**src/rtl/seven_segment_capture_pkg.sv**
```systemverilog
// Shared definitions for the 7-segment readback path: segment patterns
// (active-low, bit6=a .. bit0=g), 5-bit display codes and capture FSM states.
package seg_pkg;

    localparam logic [6:0] SEG_0     = 7'b0000001;
    localparam logic [6:0] SEG_1     = 7'b1001111;
    localparam logic [6:0] SEG_2     = 7'b0010010;
    localparam logic [6:0] SEG_3     = 7'b0000110;
    localparam logic [6:0] SEG_4     = 7'b1001100;
    localparam logic [6:0] SEG_5     = 7'b0100100;
    localparam logic [6:0] SEG_6     = 7'b0100000;
    localparam logic [6:0] SEG_7     = 7'b0001111;
    localparam logic [6:0] SEG_8     = 7'b0000000;
    localparam logic [6:0] SEG_9     = 7'b0000100;
    localparam logic [6:0] SEG_A     = 7'b0001000;
    localparam logic [6:0] SEG_B     = 7'b1100000;
    localparam logic [6:0] SEG_C     = 7'b0110001;
    localparam logic [6:0] SEG_D     = 7'b1000010;
    localparam logic [6:0] SEG_E     = 7'b0110000;
    localparam logic [6:0] SEG_F     = 7'b0111000;
    localparam logic [6:0] SEG_L     = 7'b1110001;
    localparam logic [6:0] SEG_P     = 7'b0011000;
    localparam logic [6:0] SEG_N     = 7'b1101010;
    localparam logic [6:0] SEG_DASH  = 7'b1111110;
    localparam logic [6:0] SEG_BLANK = 7'b1111111;

    localparam logic [4:0] CODE_0       = 5'b00000;
    localparam logic [4:0] CODE_1       = 5'b00001;
    localparam logic [4:0] CODE_2       = 5'b00010;
    localparam logic [4:0] CODE_3       = 5'b00011;
    localparam logic [4:0] CODE_4       = 5'b00100;
    localparam logic [4:0] CODE_5       = 5'b00101;
    localparam logic [4:0] CODE_6       = 5'b00110;
    localparam logic [4:0] CODE_7       = 5'b00111;
    localparam logic [4:0] CODE_8       = 5'b01000;
    localparam logic [4:0] CODE_9       = 5'b01001;
    localparam logic [4:0] CODE_A       = 5'b01010;
    localparam logic [4:0] CODE_B       = 5'b01011;
    localparam logic [4:0] CODE_C       = 5'b01100;
    localparam logic [4:0] CODE_D       = 5'b01101;
    localparam logic [4:0] CODE_E       = 5'b01110;
    localparam logic [4:0] CODE_F       = 5'b01111;
    localparam logic [4:0] CODE_L       = 5'b10000;
    localparam logic [4:0] CODE_P       = 5'b10010;
    localparam logic [4:0] CODE_N       = 5'b10011;
    localparam logic [4:0] CODE_DASH    = 5'b10100;
    localparam logic [4:0] CODE_BLANK   = 5'b10101;
    localparam logic [4:0] CODE_INVALID = 5'b11111;

    typedef enum logic {
        COLLECT = 1'b0,
        PENDING = 1'b1
    } cap_state_t;

endpackage

```
**src/rtl/seven_segment_capture_if.sv**
```systemverilog
// Frame handoff from the capture block (master) to its consumer (slave).
interface seven_segment_capture_if #(
    parameter int NUM_DIGITS = 4
) ();
    logic                    frame_valid;
    logic                    frame_ready;
    logic [5*NUM_DIGITS-1:0] frame_codes;
    logic [NUM_DIGITS-1:0]   frame_err;

    modport master (output frame_valid, frame_codes, frame_err, input frame_ready);
    modport slave  (input frame_valid, frame_codes, frame_err, output frame_ready);
endinterface

```
**src/rtl/seven_segment_capture_segment_to_binary.sv**
```systemverilog
// Combinational inverse of the display encoder: active-low segment pattern to
// 5-bit code. Unknown patterns give CODE_INVALID with o_err set.
module segment_to_binary
    import seg_pkg::*;
(
    input  logic [6:0] i_seg,
    output logic [4:0] o_code,
    output logic       o_err
);

    always_comb begin
        o_code = CODE_INVALID;
        o_err  = 1'b0;
        case (i_seg)
            SEG_0:     o_code = CODE_0;
            SEG_1:     o_code = CODE_1;
            SEG_2:     o_code = CODE_2;
            SEG_3:     o_code = CODE_3;
            SEG_4:     o_code = CODE_4;
            SEG_5:     o_code = CODE_5;
            SEG_6:     o_code = CODE_6;
            SEG_7:     o_code = CODE_7;
            SEG_8:     o_code = CODE_8;
            SEG_9:     o_code = CODE_9;
            SEG_A:     o_code = CODE_A;
            SEG_B:     o_code = CODE_B;
            SEG_C:     o_code = CODE_C;
            // D and lowercase d share one pattern; the uppercase code wins
            SEG_D:     o_code = CODE_D;
            SEG_E:     o_code = CODE_E;
            SEG_F:     o_code = CODE_F;
            SEG_L:     o_code = CODE_L;
            SEG_P:     o_code = CODE_P;
            SEG_N:     o_code = CODE_N;
            SEG_DASH:  o_code = CODE_DASH;
            SEG_BLANK: o_code = CODE_BLANK;
            default: begin
                o_code = CODE_INVALID;
                o_err  = 1'b1;
            end
        endcase
    end

endmodule

```
**src/rtl/seven_segment_capture.sv**
```systemverilog
// Watches the multiplexed 7-segment drive, captures each digit once it has been
// stable long enough, and hands completed frames out over valid/ready.
//
// state   | meaning
// COLLECT | no frame held; collecting digits into the working buffer
// PENDING | frame held on the outputs awaiting frame_ready; still collecting
module seven_segment_capture
    import seg_pkg::*;
#(
    parameter int  NUM_DIGITS    = 4,
    parameter int  STABLE_CYCLES = 16,
    parameter int  CNT_W         = 8,
    localparam int IDX_W         = (NUM_DIGITS > 1) ? $clog2(NUM_DIGITS) : 1
) (
    input  logic                   clk,
    input  logic                   reset,
    input  logic [NUM_DIGITS-1:0]  an_in,
    input  logic [6:0]             seg_in,
    seven_segment_capture_if.master frame_if,
    output logic                   digit_strobe,
    output logic [IDX_W-1:0]       digit_idx,
    output logic                   overflow
);

    logic [NUM_DIGITS-1:0]   r_an;
    logic [6:0]              r_seg;
    logic [CNT_W-1:0]        r_cnt;
    logic [CNT_W-1:0]        w_cnt_next;
    logic [5*NUM_DIGITS-1:0] r_buf_codes;
    logic [5*NUM_DIGITS-1:0] w_buf_codes;
    logic [5*NUM_DIGITS-1:0] r_frame_codes;
    logic [NUM_DIGITS-1:0]   r_buf_err;
    logic [NUM_DIGITS-1:0]   w_buf_err;
    logic [NUM_DIGITS-1:0]   r_frame_err;
    logic [NUM_DIGITS-1:0]   r_seen;
    logic [NUM_DIGITS-1:0]   w_seen;
    logic [IDX_W-1:0]        w_idx;
    logic [IDX_W-1:0]        r_digit_idx;
    logic                    r_digit_strobe;
    logic                    r_overflow;
    logic [4:0]              w_code;
    logic                    w_err;
    logic                    w_valid;
    logic                    w_same;
    logic                    w_capture;
    logic                    w_complete;
    logic                    w_load;
    logic                    w_ovf_set;
    cap_state_t              r_state;
    cap_state_t              w_state_next;

    segment_to_binary u_decode (
        .i_seg  (r_seg),
        .o_code (w_code),
        .o_err  (w_err)
    );

    // The registered sample is held against the next incoming one, so the
    // count advances on the same edge that would have registered a change.
    assign w_valid   = $onehot(~r_an);
    assign w_same    = (an_in == r_an) && (seg_in == r_seg);
    assign w_capture = w_valid && w_same && (r_cnt == CNT_W'(STABLE_CYCLES - 1));

    always_comb begin
        w_idx = '0;
        for (int i = 0; i < NUM_DIGITS; i++) begin
            if (!r_an[i]) w_idx = IDX_W'(i);
        end
    end

    always_comb begin
        w_cnt_next = r_cnt;
        if (!w_valid || !w_same) begin
            w_cnt_next = '0;
        end else if (r_cnt != CNT_W'(STABLE_CYCLES)) begin
            w_cnt_next = r_cnt + CNT_W'(1);
        end
    end

    always_comb begin
        w_buf_codes = r_buf_codes;
        w_buf_err   = r_buf_err;
        w_seen      = r_seen;
        if (w_capture) begin
            for (int i = 0; i < NUM_DIGITS; i++) begin
                if (w_idx == IDX_W'(i)) begin
                    w_buf_codes[5*i +: 5] = w_code;
                    w_buf_err[i]          = w_err;
                    w_seen[i]             = 1'b1;
                end
            end
        end
    end

    assign w_complete = w_capture && (&w_seen);

    always_comb begin
        w_state_next = r_state;
        w_load       = 1'b0;
        w_ovf_set    = 1'b0;
        case (r_state)
            COLLECT: begin
                if (w_complete) begin
                    w_load       = 1'b1;
                    w_state_next = PENDING;
                end
            end
            PENDING: begin
                if (w_complete) begin
                    if (frame_if.frame_ready) w_load    = 1'b1;
                    else                      w_ovf_set = 1'b1;
                end else if (frame_if.frame_ready) begin
                    w_state_next = COLLECT;
                end
            end
            default: w_state_next = COLLECT;
        endcase
    end

    always_ff @(posedge clk or posedge reset) begin
        if (reset) r_state <= COLLECT;
        else       r_state <= w_state_next;
    end

    always_ff @(posedge clk or posedge reset) begin
        if (reset) begin
            r_an           <= '0;
            r_seg          <= '0;
            r_cnt          <= '0;
            r_buf_codes    <= '0;
            r_buf_err      <= '0;
            r_seen         <= '0;
            r_frame_codes  <= '0;
            r_frame_err    <= '0;
            r_digit_strobe <= 1'b0;
            r_digit_idx    <= '0;
            r_overflow     <= 1'b0;
        end else begin
            r_an           <= an_in;
            r_seg          <= seg_in;
            r_cnt          <= w_cnt_next;
            r_buf_codes    <= w_buf_codes;
            r_buf_err      <= w_buf_err;
            r_seen         <= w_complete ? '0 : w_seen;
            r_digit_strobe <= w_capture;
            if (w_capture) r_digit_idx <= w_idx;
            if (w_load) begin
                r_frame_codes <= w_buf_codes;
                r_frame_err   <= w_buf_err;
            end
            if (w_ovf_set) r_overflow <= 1'b1;
        end
    end

    assign frame_if.frame_valid = (r_state == PENDING);
    assign frame_if.frame_codes = r_frame_codes;
    assign frame_if.frame_err   = r_frame_err;
    assign digit_strobe         = r_digit_strobe;
    assign digit_idx            = r_digit_idx;
    assign overflow             = r_overflow;

endmodule

```
**src/flat_wrapper.sv**
```systemverilog
// flat-port wrapper written by rule: the top's interface ports become plain ports
module seven_segment_capture_flat import seg_pkg::*;
#(
    parameter int  NUM_DIGITS    = 4,
    parameter int  STABLE_CYCLES = 16,
    parameter int  CNT_W         = 8,
    localparam int IDX_W         = (NUM_DIGITS > 1) ? $clog2(NUM_DIGITS) : 1
)
  (clk, reset, an_in, seg_in, digit_strobe, digit_idx, overflow, frame_if_frame_valid, frame_if_frame_codes, frame_if_frame_err, frame_if_frame_ready);
  seven_segment_capture_if #(.NUM_DIGITS(NUM_DIGITS)) frame_if_i ();
  input  logic clk;
  input  logic reset;
  input  logic [NUM_DIGITS-1:0] an_in;
  input  logic [6:0] seg_in;
  output logic digit_strobe;
  output logic [IDX_W-1:0] digit_idx;
  output logic overflow;
  output wire logic [$bits(frame_if_i.frame_valid)-1:0] frame_if_frame_valid;
  output wire logic [$bits(frame_if_i.frame_codes)-1:0] frame_if_frame_codes;
  output wire logic [$bits(frame_if_i.frame_err)-1:0] frame_if_frame_err;
  input wire logic [$bits(frame_if_i.frame_ready)-1:0] frame_if_frame_ready;
  assign frame_if_frame_valid = frame_if_i.frame_valid;
  assign frame_if_frame_codes = frame_if_i.frame_codes;
  assign frame_if_frame_err = frame_if_i.frame_err;
  assign frame_if_i.frame_ready = frame_if_frame_ready;
  seven_segment_capture #(.NUM_DIGITS(NUM_DIGITS), .STABLE_CYCLES(STABLE_CYCLES), .CNT_W(CNT_W)) u_core (.clk(clk), .reset(reset), .an_in(an_in), .seg_in(seg_in), .frame_if(frame_if_i), .digit_strobe(digit_strobe), .digit_idx(digit_idx), .overflow(overflow));
endmodule
```
**config.mk**
```make
export PLATFORM = sky130hd
export DESIGN_NAME = seven_segment_capture_flat
export DESIGN_NICKNAME = d
export VERILOG_FILES = /design/src/rtl/seven_segment_capture_pkg.sv /design/src/rtl/seven_segment_capture_if.sv /design/src/rtl/seven_segment_capture_segment_to_binary.sv /design/src/rtl/seven_segment_capture.sv /design/src/flat_wrapper.sv
export SDC_FILE = /design/constraint.sdc
export NUM_CORES = 1
export LEC_CHECK = 0
export CORE_MARGIN = 2
export CORE_UTILIZATION = 33
export CTS_CLUSTER_DIAMETER = 120
export DETAILED_ROUTE_END_ITERATION = 8
export PLACE_DENSITY = 0.56
export SYNTH_ARGS = -nofsm -noshare
export SYNTH_HDL_FRONTEND = slang
export SYNTH_SLANG_ARGS = --single-unit
```
**constraint.sdc**
```tcl
create_clock -name clk -period 3.4 [get_ports clk]
set_clock_uncertainty 0.2 [all_clocks]
set_input_delay 0.68 -clock clk [delete_from_list [all_inputs] [get_ports clk]]
set_output_delay 0.68 -clock clk [all_outputs]
set_load 0.01 [all_outputs]
```
# --- Yosys cells after proc, flatten, opt, wreduce, memory -nomap -nowiden ---
# Index checks and enable logic that the tools add are counted.
# W data, S select, Z words.
totals:
  register_bits: 76
  input_bits: 14
  output_inout_bits: 29
  elab_cells: 90
op_classes:
  bitwise: 2
  addsub: 4
  n_eq_ne: 28
  reduce_logical: 12
  muxes: 32
ops:
  columns: ["operator", "count"]
  rows:
  - ["$pmux W5 S21", 1]
  - ["$eq A7 B7 Y1 const B", 8]
  - ["$eq A7 B6 Y1 const B", 5]
  - ["$reduce_or A21 Y1", 1]
  - ["$mux W20", 1]
  - ["$mux W5", 4]
  - ["$mux W1", 17]
  - ["$mux W8", 2]
  - ["$eq A7 B3 Y1 const B", 2]
  - ["$eq A7 B4 Y1 const B", 2]
  - ["$eq A7 B5 Y1 const B", 2]
  - ["$mux W4", 3]
  - ["$add A8 B1 Y8 const B", 1]
  - ["$eq A8 B4 Y1 const B", 1]
  - ["$ne A8 B5 Y1 const B", 1]
  - ["$eq A7 B1 Y1 const B", 1]
  - ["$eq A7 B7 Y1", 1]
  - ["$logic_not A7 Y1", 1]
  - ["$add A1 B1 Y2", 2]
  - ["$eq A2 B2 Y1 const B", 2]
  - ["$eq A4 B4 Y1", 1]
  - ["$logic_and A1 B1 Y1", 4]
  - ["$mux W2", 2]
  - ["$not A4 Y4", 1]
  - ["10 further kinds", 12]

# --- Logic depth before layout (Yosys ltp) ---
depth:
  word_depth: 11
  depth_mapped: 12

# --- By module ---
# Synthesis repeated with hierarchy kept, for this count alone.
unflattened:
  hier_cells: 324
  area_unflattened_um2: 3980.1
modules_own_cells:
  columns: ["mod", "seq_area_each_um2", "cells_each", "instances", "area_per_inst_um2"]
  rows:
  - ["seven_segment_capture", 1901.8, 230, 1, 3355.7]
  - ["segment_to_binary", 0.0, 94, 1, 624.3]

# --- Least setup slack after synthesis ---
# Ideal clock, no wire load.
synth_timing:
  path_kind: "register -> register"
  start: "register u_core.r_an[3]"
  end: "register u_core.r_frame_err[1] (netlist: u_core.frame_if.frame_err[1])"
  required_ns: 3.072
  path_slack_ns: -0.152
  t_arrival_ns: 3.225
  stages_incl_launch_ff: 12
  synth_period_minus_slack_ns: 3.552
  cell_sequence: "dfrtp_1 > inv_1 > ha_1 > ha_1 > fa_1 > or3b_1 > nor4_4 > nand4_2 > buf_2 > nor3_4 > mux2_2 > mux2_1"
synth_between:
  elab_cells_between_ends: 25
  cone_classes: "add/sub (2); eq/ne (5); mux (11); bitwise (1); reduce/logical (6)"
synth_rtl:
  columns: ["item", "line", "source"]
  rows:
  - ["start, declared", "seven_segment_capture.sv:25", "logic [NUM_DIGITS-1:0] r_an;"]
  - ["start signal, assigned", "seven_segment_capture.sv:139", "r_an <= an_in;"]
  - ["$not A4 Y4", "seven_segment_capture.sv:60", "assign w_valid = $onehot(~r_an);"]
  - ["$add A1 B1 Y2 (not written as such)", "seven_segment_capture.sv:60", null]
  - ["$add A3 B3 Y3 (not written as such)", "seven_segment_capture.sv:60", null]
  - ["$eq A3 B1 Y1", "seven_segment_capture.sv:60", null]
  - ["$logic_and A1 B1 Y1 (2 in a row)", "seven_segment_capture.sv:62", "assign w_capture = w_valid && w_same && (r_cnt == CNT_W'(STABLE_CYCLES - 1));"]
  - ["$mux W4 (*)", "seven_segment_capture.sv:84", "if (w_capture) begin"]
  - ["net u_core.w_buf_err[1]", "seven_segment_capture.sv:33", "logic [NUM_DIGITS-1:0] w_buf_err;"]
  - ["end signal, assigned", "seven_segment_capture.sv:149", "r_frame_err <= w_buf_err;"]
  - ["end, declared", "seven_segment_capture.sv:34", "logic [NUM_DIGITS-1:0] r_frame_err;"]
# Mark *: on every way through the listed nets, which the timed path passes. The rest lies on a longest branch.
# A chain may end at the register's enable or synchronous reset.

# --- Worst setup path in the final report ---
# Same ends and word-level chain as after synthesis.

==> metrics.csv <==
stage,metric,value,unit
clocking,CTS tree,built,
clocking,worst skew pair latency,0.34,ns
outcome,failing checks,setup timing,
floorplanning,core box area,11400,um2
cells_and_area,antenna cells,0,
clocking,clock sink total,76,
global_route,pin count of the biggest net entering global routing,36,
global_route,vias in the first global route,2891,
floorplanning,chip height,112,um
worst_setup_path,worst path cell trace,inv_2 > ha_4 > ha_4 > fa_1 > or3b_4 > nor4_4 > nand4_2 > buf_6 > nor3_4 > mux2_4 > mux2_4,
synth,Post-synth EDFFs,0,
timing,# setup viols final,13,
cells_and_area,filler instances,1067,
synth,Mapped Cells,351,
cells_and_area,fin cells,567,
timing,fin crit period,3.49,ns
synth,Yosys reg bits,76,
timing,Final Hold Vio Count,0,
drt,DRC violations left,0,
drt,routed length per instance,15.6,um
drt,1st-iter DRT viols,185,
synth,Ys Warns,0,
drt,drt first pass iters,4,
clocking,clk buf depth,2,
power_and_ir_drop,worst vdd ir,0.279,mV
power_and_ir_drop,power per cell area,394,nW/um2
timing,final worst slack,-0.0878,ns
worst_setup_path,CP max-delay cell,fa_1,
worst_setup_path,"Largest stage delay, worst path",0.46,ns
synth,dominant cell type by area after synthesis,dfrtp_1,
power_and_ir_drop,Tot Pwr,2.00,mW
hold_path,Hold Crit Class,register to register,
synth,most common cell in the synthesized netlist,dfrtp_1,
synth,Mapped Area,3820,um2
clocking,H-tree levels,3,
synth,Post-Syn Nets,373,
timing,Fmax,0.287,GHz
synth,"Avg Cell Area, Syn",10.9,um2
worst_setup_path,Top delay family on crit path,simple AND/OR/NAND/NOR gates,
global_route,initial antenna violation count,0,
drt,DRT Wirelength,8820,um
timing,setup repair after global routing missed its margin,true,
clocking,CTS Buf Count,9,
cells_and_area,Final nets,441,
worst_setup_path,critical path arrival,3.51,ns
cells_and_area,multi-input combinational cell area,1900,um2
cells_and_area,layout overhead on the synthesized area,33.2,%
placement,Post-DP HPWL,6070,um
timing,normalized max-slew margin,0.0777,
drt,total vias in the final route,2834,
placement,placed insts,544,
worst_setup_path,Worst Setup Path Type,register to register,
floorplanning,Die Wd,112,um
clocking,clk slew on worst S/H paths,0.06,ns
synth,Synth top cells by count,"dfrtp_1 (76), nand2_1 (26), inv_1 (24)",
synth,Synth Flop Type,dfrtp_1,
global_route,global-route wire length before repair,14600,um
worst_setup_path,kind of end point of the critical path,register,
synth,Post-synth ARST share,1.00,
synth,top post-synthesis cells by area,"dfrtp_1 (50%), mux2_1 (3.8%), mux2_2 (3.8%)",
worst_setup_path,Crit path buffers/inverters,2,
timing,transition time of the tightest slew-check pin,1.37,ns
synth,top cell type's share of synthesized area,0.498,
floorplanning,Ports,43,
clocking,root buf cell,clkbuf_16,
drt,Via density,5.00,
global_route,GRT Util Overall,0.151,
cells_and_area,Reg area,1900,um2
timing,fin. max-slew vios,0,
timing,period utilization,1.03,
drt,DRT antenna net count,0,
synth,post-synthesis sequential area ratio,0.498,
job,max_cap viols,0,
placement,routability cong.,0.790,
worst_setup_path,Startpoint Class,register,
worst_setup_path,worst-path fanout max,7,
floorplanning,Starting Density,0.336,
global_route,gr ovfl total,0,
power_and_ir_drop,leakage,2.32,nW
outcome,status,"finished, violations left",
cells_and_area,share of cells above drive strength 1,0.259,
synth,distinct cell type count of the synthesized netlist,65,
clocking,CTS Hold Buffers Added,0,
worst_setup_path,WP data required,3.42,ns
floorplanning,Rows,39,
placement,port buffer count,42,
floorplanning,Die ar.,12400,um2
==> power by group <==
group / leakage, nW / internal, mW / total [mW] / switching [mW]
combinational: 1.16 / 0.0686 / 0.162 / 0.0938
sequential: 1.03 / 0.911 / 0.932 / 0.0209
clock: 0.134 / 0.533 / 0.908 / 0.375
==> cells by family after synthesis <==
logic type	after synthesis	synth area share
xor gates and xnor gates	17	0.0390
muxes	29	0.0846
adders and majority gates	8	0.0282
and+or+nand+nor	112	0.177
AOI/OAI and AO/OA	63	0.122
DFF	76	0.498
buffers and inverters	46	0.0508
==> repair_timing <==
| item | in CTS | in global routing |
|---|---|---|
| pin swaps | 0 | 12 |
| endpoints found under the setup margin | 13 | 35 |
| setup buffers | 2 | 5 |
| endpoints found under the hold margin | 0 | 0 |
| resized for setup | 3 | 33 |
==> state kept, by name, indices dropped and copies added, names as in the netlist <==
signal	cells
u_core.overflow	1
u_core.r_an	4
u_core.frame_if.frame_valid	1
u_core.digit_strobe	1
u_core.r_buf_codes	20
u_core.r_buf_err	4
u_core.frame_if.frame_err	4
u_core.frame_if.frame_codes	20
u_core.r_seg	7
u_core.r_seen	4
u_core.digit_idx	2
u_core.r_cnt	8
==> final cells by class <==
class | instances | area share
Sequential cell | 76 | 0.374
Multi-Input combinational cell | 229 | 0.373
Timing Repair Buffer | 77 | 0.142
Clock buffer | 11 | 0.0497
Tap cell | 143 | 0.0352
Inverter | 26 | 0.0194
Clock inverter | 5 | 0.00714
==> per-stage QoR <==
stage	cell area (um2)	utilization	setup WS [ns]	hold slack (ns)	TNS (ns)
floorplan	3850	-	-0.109	0.247	-0.922
global placement	4580	0.403	-0.0569	0.257	-0.360
detailed placement	4580	0.403	-0.116	0.271	-1.05
CTS	4900	0.431	-0.100	0.280	-0.808
global route	5080	0.447	-0.248	0.289	-4.10
finish	5080	0.447	-0.0878	0.271	-0.836
==> layout by cell type (no fill, tap or decap), drive strengths merged, types with 11 or more instances in the layout <==
master and count:
o21ai 18, clkbuf 11, buf 35, dfrtp 76, xor2 13, mux2 26, clkdlybuf4s50 42, inv 24
nand2 26, nor2 24
==> path summary, 6_finish.rpt <==
| check | end | slack, ns | start | cells past startpoint |
|---|---|---|---|---|
| setup reg to reg | u_core.frame_if.frame_err[1] | -0.09 | u_core.r_an[3] | 11 |
| min in group asynchronous | u_core.r_cnt[0] | 0.50 | reset | 2 |
| hold / removal | u_core.overflow | 0.27 | u_core.overflow | 1 |
| setup / recovery | u_core.frame_if.frame_err[1] | -0.09 | u_core.r_an[3] | 11 |
| hold reg to reg | u_core.overflow | 0.27 | u_core.overflow | 1 |
| max in group asynchronous | u_core.r_buf_codes[18] | 1.84 | reset | 3 |
==> routing by layer <==
layer | GRT usage | share of wire | vias to the layer above
li1 | - | - | 1372
met1 | 0.200 | 0.47 | 1393
met2 | 0.233 | 0.46 | 60
met3 | 0.0408 | 0.045 | 9
met4 | 0.0642 | 0.020 | 0
met5 | 0 | 0 | -
(Power assumes the default switching activity.)
